$ cat src/rtl/note_player_pkg.sv
// Shared types and key decoding for the note duration player.
// Key codes map onto the one-hot drive lines of the three-tone generator.
package note_player_pkg;

   typedef enum logic [2:0] {IDLE, SETTLE, PLAY, GAP, DONE} np_state_t;

   localparam int unsigned KEY_REST = 0;
   localparam int unsigned KEY_C    = 1;
   localparam int unsigned KEY_D    = 2;
   localparam int unsigned KEY_E    = 3;

   // Anything that is not C, D or E plays as a rest of the same length.
   function automatic logic [2:0] key_to_onehot(input int unsigned key);
      case (key)
         KEY_REST: key_to_onehot = 3'b000;
         KEY_C:    key_to_onehot = 3'b001;
         KEY_D:    key_to_onehot = 3'b010;
         KEY_E:    key_to_onehot = 3'b100;
         default:  key_to_onehot = 3'b000;
      endcase
   endfunction

endpackage

$ cat src/rtl/note_duration_player_beat_timer.sv
// Cycle and beat counters for one note; strobes the end of the sounding
// part (play_end) and the end of the articulation gap (gap_end).
module beat_timer #(
   parameter int BEAT_CYCLES = 12_500_000,
   parameter int GAP_CYCLES  = 1_000_000,
   parameter int TIME_BITS   = 4
) (
   input  logic                 clk,
   input  logic                 rst_n,
   input  logic                 load,
   input  logic                 run,
   input  logic [TIME_BITS-1:0] duration,
   output logic                 play_end,
   output logic                 gap_end
);

   localparam int CW = $clog2(BEAT_CYCLES);
   localparam logic [CW-1:0] CYC_LAST      = CW'(BEAT_CYCLES - 1);
   localparam logic [CW-1:0] CYC_PLAY_LAST = CW'(BEAT_CYCLES - GAP_CYCLES - 1);
   localparam logic [TIME_BITS-1:0] BEAT_ONE = TIME_BITS'(1);

   logic [CW-1:0]        cyc;
   logic [TIME_BITS-1:0] beat;

   always_ff @(posedge clk or negedge rst_n) begin
      if (!rst_n) begin
         cyc  <= '0;
         beat <= '0;
      end else if (load) begin
         cyc  <= '0;
         beat <= duration;
      end else if (run) begin
         if (cyc == CYC_LAST) begin
            cyc  <= '0;
            beat <= beat - 1'b1;
         end else begin
            cyc <= cyc + 1'b1;
         end
      end
   end

   // Both strobes fall inside the final beat, so no D*BEAT product is needed.
   assign play_end = (beat == BEAT_ONE) && (cyc == CYC_PLAY_LAST);
   assign gap_end  = (beat == BEAT_ONE) && (cyc == CYC_LAST);

endmodule

$ cat src/rtl/note_duration_player.sv
// Score playback stage: settles, latches key/duration, drives the one-hot
// note line, inserts the articulation gap and pulses Over to advance the reader.
module note_duration_player
   import note_player_pkg::*;
#(
   parameter int BEAT_CYCLES   = 12_500_000,
   parameter int GAP_CYCLES    = 1_000_000,
   parameter int SETTLE_CYCLES = 2,
   parameter int KEY_BITS      = 4,
   parameter int TIME_BITS     = 4
) (
   input  logic                 CLK,
   input  logic                 RESET,
   input  logic                 Start,
   input  logic [KEY_BITS-1:0]  Note,
   input  logic [TIME_BITS-1:0] Duration,
   output logic [2:0]           NoteArray,
   output logic                 Over,
   output logic                 Busy
);

   localparam int SW = (SETTLE_CYCLES > 1) ? $clog2(SETTLE_CYCLES) : 1;
   localparam logic [SW-1:0] SETTLE_LAST = SW'(SETTLE_CYCLES - 1);

   np_state_t     state, state_nx;
   logic [SW-1:0] settle_cnt, settle_nx;
   logic          latch;
   logic          play_end, gap_end;

   beat_timer #(
      .BEAT_CYCLES (BEAT_CYCLES),
      .GAP_CYCLES  (GAP_CYCLES),
      .TIME_BITS   (TIME_BITS)
   ) u_timer (
      .clk      (CLK),
      .rst_n    (RESET),
      .load     (latch),
      .run      ((state == PLAY) || (state == GAP)),
      .duration (Duration),
      .play_end (play_end),
      .gap_end  (gap_end)
   );

   always_comb begin
      state_nx  = state;
      settle_nx = settle_cnt;
      latch     = 1'b0;
      case (state)
         IDLE: begin
            if (Start) begin
               state_nx  = SETTLE;
               settle_nx = '0;
            end
         end
         SETTLE: begin
            if (!Start) begin
               state_nx = IDLE;
            end else if (settle_cnt == SETTLE_LAST) begin
               latch    = 1'b1;
               state_nx = (Duration == '0) ? DONE : PLAY;
            end else begin
               settle_nx = settle_cnt + 1'b1;
            end
         end
         PLAY: begin
            if (!Start)        state_nx = IDLE;
            else if (play_end) state_nx = GAP;
         end
         GAP: begin
            if (!Start)       state_nx = IDLE;
            else if (gap_end) state_nx = DONE;
         end
         DONE: begin
            // The Over pulse always completes; Start only picks the successor.
            state_nx  = Start ? SETTLE : IDLE;
            settle_nx = '0;
         end
         default: state_nx = IDLE;
      endcase
   end

   always_ff @(posedge CLK or negedge RESET) begin
      if (!RESET) begin
         state      <= IDLE;
         settle_cnt <= '0;
         NoteArray  <= '0;
         Over       <= 1'b0;
      end else begin
         state      <= state_nx;
         settle_cnt <= settle_nx;
         Over       <= (state_nx == DONE);
         // NoteArray itself is the held copy of the latched key.
         if (latch)
            NoteArray <= (Duration == '0) ? 3'b000 : key_to_onehot(32'(Note));
         else if (state_nx != PLAY)
            NoteArray <= '0;
      end
   end

   assign Busy = (state != IDLE);

endmodule

$ cat config.mk
export PLATFORM = sky130hd
export DESIGN_NAME = note_duration_player
export DESIGN_NICKNAME = d
export VERILOG_FILES = /design/src/rtl/note_player_pkg.sv /design/src/rtl/note_duration_player_beat_timer.sv /design/src/rtl/note_duration_player.sv
export SDC_FILE = /design/constraint.sdc
export NUM_CORES = 1
export LEC_CHECK = 0
export CORE_UTILIZATION = 60
export CTS_CLUSTER_DIAMETER = 30
export DETAILED_ROUTE_END_ITERATION = 7
export GPL_ROUTABILITY_DRIVEN = 0
export PLACE_DENSITY = 0.92
export SLEW_MARGIN = 0
export SYNTH_ARGS = -nofsm -noshare
export SYNTH_HDL_FRONTEND = slang
export SYNTH_HIERARCHICAL = 1
export SYNTH_SLANG_ARGS = --single-unit
$ cat constraint.sdc
create_clock -name CLK -period 6.38 [get_ports CLK]
set_clock_uncertainty 0.2 [all_clocks]
set_input_delay 1.276 -clock CLK [delete_from_list [all_inputs] [get_ports CLK]]
set_output_delay 1.276 -clock CLK [all_outputs]
set_load 0.005 [all_outputs]
---- Word-level counts from Yosys, hierarchy flattened ----
Index checks and enable logic that the tools add are counted.
W data, S select, Z words.
operators by class
  reduce and logical (&&, ||, !) cells .... 12
  magnitude comparators ................... 0
  multipliers ............................. 0
  add/sub/neg operators ................... 3
  shifts and indexed selects .............. 0
  bitwise operators ....................... 0
  equality and inequality tests ........... 14
  div/mod/pow operators ................... 0
  muxes and demuxes ....................... 27
operators with widths
  cell                     number
  $mux W24                 3
  $eq A24 B24 Y1 const B   2
  $mux W3                  11
  $add A24 B1 Y24 const B  1
  $pmux W3 S5              1
  $mux W4                  3
  $pmux W3 S3              1
  $eq A4 B1 Y1 const B     2
  $eq A4 B2 Y1 const B     2
  $mux W1                  7
  $eq A3 B2 Y1 const B     2
  $eq A3 B3 Y1 const B     2
  $reduce_bool A2 Y1       3
  $reduce_bool A3 Y1       2
  $logic_not A4 Y1         1
  $ne A2 B2 Y1 const B     2
  $sub A4 B1 Y4 const B    1
  $eq A3 B1 Y1 const B     1
  $logic_not A3 Y1         1
  $ne A3 B2 Y1 const B     1
  $pmux W1 S3              1
  $reduce_and A3 Y1        1
  $logic_and A1 B1 Y1      2
  $reduce_and A2 Y1        1
  other kinds (2)          2
storage, ports and cells
  memories kept ........................... 0
  RAM bits ................................ 0
  bits in latches ......................... 0
  flip-flop bits (word level) ............. 36
  memory bits (read-only) ................. 0
  input port bits ......................... 11
  output and inout bits ................... 5
  logic and storage cells ................. 62

---- Longest topological paths before layout ----
Gate-level depths: netlist of the first run.
  depth after elaboration ................. 8
  gate-level depth with buffers ........... 8

---- Cells and area by module ----
Netlist of the first run, hierarchy kept.
modules (own cells, without submodules)
  module                times used  seq. area each (um^2)  area an instance (um^2)  cells each
  beat_timer            1           700.7                  1736.7                   198
  note_duration_player  1           200.2                  445.4                    48

---- Least setup slack after synthesis of the first run ----
Ideal clock, no wire load.
  path kind ............................... input to register
  start ................................... input Start
  end ..................................... register u_timer.cyc[21]
  arrival ................................. 2.988 ns
  cell stages on the path ................. 8
  path slack .............................. 3.119 ns
  library setup time ...................... 0.073 ns
  path through ............................ nor2b_1 nand4b_1 inv_1 nor2_1 or4_4 buf_6 or4_4 a21oi_2
on the way
  cells in the longest elaborated chain, start to end .. 3
  elaborated cells between the ends (all ways) .. 4
  those cells by class .................... mux (3); reduce/logical (1)
RTL lines
  element                                                RTL line                               RTL
  start, declared                                        note_duration_player.sv:14             input logic Start,
  $mux W1 (*)                                            note_duration_player.sv:56             if (!Start) begin
  $mux W1 (*)                                            note_duration_player.sv:48             case (state)
  net latch                                              note_duration_player.sv:27             logic latch;
  $mux W24 / $reduce_bool A2 Y1 (equally long branches)  --
  end signal, assigned                                   note_duration_player_beat_timer.sv:37  cyc <= cyc + 1'b1;
  end, declared                                          note_duration_player_beat_timer.sv:22  logic [CW-1:0] cyc;
The timed path passes the listed nets; every way through them passes the cells marked *.
A chain may end at the register's enable or synchronous reset.

---- Worst setup path after layout of the first run ----
  start ................................... input Start
  end ..................................... register u_timer.cyc[18]
Same word-level chain as after synthesis.

==> impl_metrics.tcl, run 1 <==
set metrics [dict create \
    outcome "complete, no violations" \
    reg2reg_from "state[2]" \
    cp_top_family "simple AND/OR/NAND/NOR gates" \
    die_x_microns 62.31 \
    die_h_microns 62.31 \
    initial_core_util_pct 63.88 \
    wl_met3_microns 281 \
    final_nets 270 \
    wl_met2_microns 2348 \
    clock-root-buffer "clkbuf_4" \
    dp_hpwl_microns 3367 \
    power.density_nw_per_um2 247.0 \
    min_from "NoteArray[0]" \
    hold_path_class "flop to flop" \
    path_clk_slew_ns 0.10 \
    cts_hold_buf 0 \
    arrival_ns 4.25 \
    rsz0062_at_grt "false" \
    drc 0 \
    fin_crit_sh_pct 65.69 \
    worstPathRequired_ns 6.44 \
    worst_pin_slew_ns 1.050 \
    path_class "input pin to flop" \
    synth_edf_count 0 \
    synthFlopType "dfrtp_1" \
    synth_seq_cells 36 \
    io_buffers 15 \
    relSlewSlack_pct 29.56 \
    final_max_slew_viol_count 0 \
    wl_microns 4846 \
    cts_resized 0 \
    ant_nets 0 \
    holdWs_ns 0.3464 \
    drv_cap 0 \
    synthCells 246 \
    grt_max_degree 37 \
    drt_iter0_drc 233 \
    max_freq_mhz 238.6 \
    yosys.area.top_type "dfrtp_1" \
    synth_nets 260 \
    critPathLaunchType "input pin" \
    yosys_warnings 6 \
    overflow 0 \
    leakage_nw 0.8943 \
    worstPathMaxFanout 24 \
    diodes 0 \
    finalSetupTns_ns 0 \
    htree_num_levels 2 \
    detailedPlace.worstSlack_ns 1.894 \
    layout_commonest_cell "dfrtp_1" \
    dr_total_vias 1994 \
    vias_per_cell 6.603 \
    most-common-layout-cells "dfrtp_1, nor2_1, nand2_1" \
    io_pins 16 \
    clock-sinks 36 \
    finalSetupViolCount 0 \
    ys_async_sr_fraction_pct 100.0 \
    wl_per_cell_microns 16.05 \
    drive_above_1_share_pct 8.203 \
    slowest_delay_ns 0.54 \
    avgSynthCellArea_sq_um 8.870 \
    core_area_sq_um 3416 \
    totalPowerFinal_w 0.0005880 \
    path_cells "clkdlybuf4s50_1 -> nor2b_1 -> nand4b_1 -> inv_1 -> o21ai_0 -> or3_1 -> or4_1 -> a21oi_1" \
    crit_path_end_kind "flop" \
    period_minus_slack_ns 4.191 \
    synth-seq-area-share_pct 41.28 \
    antenna_found_initial 0 \
    crit_buf_inv 2 \
    layout_setup_ws_ns 2.189 \
    highest_layer "met4" \
    crit_slowest_cell "clkdlybuf4s50_1" \
    grt_pass1_vias 1850 \
    met1_length_microns 2096 \
    synth_area_leaders "dfrtp_1, nand3_1, o21ai_0" \
    irDropWorstVdd_uv 164.9 \
    clock_insertion_delay_worst_skew_ns 0.35 \
    synth_top_area_share_pct 41.28 \
    netlist_area_sq_um 2182 \
    grt_pass1_wl_microns 8273 \
    hold_viol 0 \
    cts_buffers 5 \
    syn_to_final_growth_pct 9.117 \
    fin_cells 302 \
    gr-usage-all-layers_pct 26.82 \
    yosysUniqueCellTypes 44 \
    cts_tree "built" \
    place_inst 295 \
    crit_path_start "Start" \
    cts_buffer_depth 2 \
    rows 21 \
    post_cts_buffers 0 \
    die_area_sq_um 3882 \
    dr.pass1.iters 5 \
]
## worst paths after layout
path	cells past startpoint	end	slack (ns)
max in group asynchronous	1	u_timer/beat[0]	4.67
max reg2reg	7	u_timer/cyc[18]	3.19
max	8	u_timer/cyc[18]	2.19
min	2	NoteArray[0]	0.35
min in group asynchronous	1	u_timer/cyc[14]	0.81
min reg2reg	2	NoteArray[0]	0.35
## tightest hold or removal path, cell delays in order, from the launching register on
cell and delay (ns):
dfrtp_1 0.36, nand4_1 0.08, o21ai_0 0.07
## stage by stage
step	utilization, %	area (sq um)
2_1_floorplan	-	2182
3_3_place_gp	67.80	2316
3_5_place_dp	67.80	2316
4_1_cts	69.71	2381
5_1_grt	69.71	2381
6_report	69.71	2381
## area by class of cell
cell class              instances  area [sq um]
inverters                       6         22.52
fillers                       268          1035
multi-input cells             192          1190
flip-flops and latches         36         900.9
clock buffers                   7         65.06
repair buffers                 15         145.1
well taps                      46         57.56
## cell usage after synthesis (all sizes together) (2+ instances only)
library cell and n:
a21oi 14, o211ai 4, nand3 17, nand2 18, o21ai 18, nand2b 5, xor2 4, and4 3
and3 3, or4 13, buf 8, inv 6, a22oi 3, ha 3, dfrtp 36, nor2b 4
xnor2 4, nor3 6, a32oi 2, nor4 6, o31ai 8, clkbuf 4, nor2 22, or3 8
nor3b 2, nand4b 3, and4bb 2, nand4 13
## report_power, final
part	switching, W	internal (W)
sequential	0.0000508	0.000262
clock	0.0000738	0.0000625
combinational	0.0000762	0.0000632
total	0.000201	0.000387
## flip-flops by register name, summed over array words and instances, names as in the netlist
name / count
state: 3
settle_cnt: 1
u_timer/cyc: 24
NoteArray: 3
Over: 1
u_timer/beat: 4
## cell families (layout without fill, tap and decap cells)
family | Yosys count | in the layout | synth area share, %
buffers and inverters | 18 | 28 | 4.185
adder cells (fa/ha/maj) | 3 | 3 | 1.720
AO/OA/AOI/OAI | 52 | 52 | 14.91
XOR/XNOR | 8 | 8 | 3.211
flip-flops | 36 | 36 | 41.28
AND/OR/NAND/NOR | 129 | 129 | 34.69
## routing by layer
layer	GRT usage (%)	vias to the layer above
met3	7.721	14
met4	9.593	0
met5	0	-
met1	32.66	963
li1	-	942
met2	45.19	75
No activity file was read; power rests on OpenSTA's default activity.
==> run 2, diff against run 1 <==
Settings changed: CORE_UTILIZATION 60 to 53, PLACE_DENSITY 0.92 to 0.87.
Clock period 6.38 ns to 3.45 ns, I/O delays scaled along.
==> run 2 against run 1 <==
Global-route usage down 0.84 points. Sequential power up 86%. Combinational power up 99%. Final cell count up 3.0%. Final area up 4.6%. Via count down 0.15%. Sequential cell count unchanged. Critical path type unchanged. Critical endpoint is now u_timer/cyc[20]. Largest power group unchanged.
==> impl_metrics.tcl, run 2 (same netlist as run 1, synthesis figures left out) <==
set metrics [dict create \
    outcome "complete, no violations" \
    largest_register_ffs 24 \
    multiInputGateArea_sq_um 1190 \
    grt_pass1_wl_microns 8549 \
    cts_buffers 5 \
    htree_num_levels 2 \
    max_freq_mhz 323.1 \
    drc 0 \
    die_x_microns 66.17 \
    hold_viol 0 \
    hold_path_class "input pin to async pin" \
    fin_crit_sh_pct 89.72 \
    r2r_slack_ns 0.67 \
    vias_per_cell 6.402 \
    regArea_sq_um 900.9 \
    finalSetupViolCount 0 \
    arrival_ns 3.12 \
    antenna_found_initial 0 \
    rows 22 \
    layout_commonest_cell "dfrtp_1" \
    initial_core_util_pct 57.44 \
    power.density_nw_per_um2 507.4 \
    diodes 0 \
    path_class "input pin to flop" \
    drt_iter0_drc 190 \
    cts_buffer_depth 2 \
    syn_to_final_growth_pct 14.11 \
    reg2reg_from "u_timer/cyc[5]" \
    cts_resized 0 \
    period_minus_slack_ns 3.095 \
    rr_worst_depth 8 \
    grt_pass1_vias 1894 \
    largestRegisters "u_timer/cyc (24), u_timer/beat (4)" \
    drive_above_1_share_pct 10.65 \
    post_cts_buffers 0 \
    regMostFlops "u_timer/cyc" \
    final_nets 276 \
    crit_path_end_kind "flop" \
    cts_tree "built" \
    drv_cap 0 \
    holdWs_ns 0.2686 \
    n_fill_cell 315 \
    io_pins 16 \
    ant_nets 0 \
    worstPathMaxFanout 11 \
    clock-root-buffer "clkbuf_8" \
    clock_insertion_delay_worst_skew_ns 0.29 \
    dr.pass1.iters 5 \
    wl_microns 4962 \
    worstReg2RegEnd "state[0]" \
    rsz0062_at_grt "false" \
    worst_pin_slew_ns 0.7751 \
    critPathLaunchType "input pin" \
    path_clk_slew_ns 0.07 \
    irDropWorstVdd_uv 353.2 \
    gr-usage-all-layers_pct 25.98 \
    final_max_slew_viol_count 0 \
    relSlewSlack_pct 48.33 \
    overflow 0 \
    finalSetupTns_ns 0 \
    dp_hpwl_microns 3475 \
    worstPathRequired_ns 3.47 \
    clock-sinks 36 \
    wl_per_cell_microns 15.95 \
    leakage_nw 0.9531 \
    most-common-layout-cells "dfrtp_1, nor2_1, nand2_1" \
    core_area_sq_um 3799 \
    dr_total_vias 1991 \
    die_h_microns 66.17 \
    grt_max_degree 37 \
    cts_hold_buf 0 \
    die_area_sq_um 4378 \
    io_buffers 15 \
]
-- run 2: metrics by stage --
| stage | power [W] | util [%] | cell area, sq um | setup WS (ns) | std cells |
|---|---|---|---|---|---|
| finish | 0.001263 | 65.55 | 2490 | 0.3547 | 311 |
| global route | 0.001337 | 65.55 | 2490 | 0.1795 | 311 |
| CTS | 0.001267 | 65.55 | 2490 | 0.4352 | 311 |
| detailed placement | 0.0008584 | 62.22 | 2364 | 0.1393 | 303 |
| global placement | 0.0008407 | 62.22 | 2364 | 0.2128 | 303 |
| floorplan | 0.0007559 | - | 2182 | 0.7752 | 246 |
-- run 2: cell type report --
class	instances	share of cell area, %
flip-flops and latches	36	36.18
multi-input cells	192	47.79
clock inverters	1	1.206
clock buffers	7	3.869
inverters	6	0.9045
repair buffers	21	7.638
well taps	48	2.412
-- run 2: layer usage --
layer | vias to the layer above | part of all wire (%) | wire length [microns] | global-route usage [%]
met4 | 0 | 1.1 | 57 | 8.245
met3 | 6 | 4.5 | 224 | 5.690
met1 | 965 | 45 | 2213 | 32.29
met2 | 56 | 50 | 2467 | 44.64
met5 | - | 0 | 0 | 0
li1 | 964 | - | - | -
-- run 2: worst max path at each step --
stage / from / to / slack [ns] / cells after the start
after floorplan: Start / u_timer/cyc[21] / 0.78 / 8
after global placement: Start / u_timer/cyc[20] / 0.21 / 8
after detailed placement: Start / u_timer/cyc[20] / 0.14 / 8
after CTS: Start / u_timer/cyc[18] / 0.44 / 8
after global routing: Start / u_timer/cyc[18] / 0.18 / 8
final: Start / u_timer/cyc[20] / 0.35 / 8
-- run 2: power breakdown --
group,internal (W),switching [W]
Clock,0.000255,0.000152
Sequential,0.000484,0.0000962
Combinational,0.000129,0.000147
-- run 2: worst max-delay path: stages --
cell             delay [ns]
clkdlybuf4s50_1        0.55
nor2b_1                0.20
nand4b_1               0.19
inv_1                  0.18
o21ai_0                0.14
or3_1                  0.47
or4_1                  0.52
a21oi_1                0.16
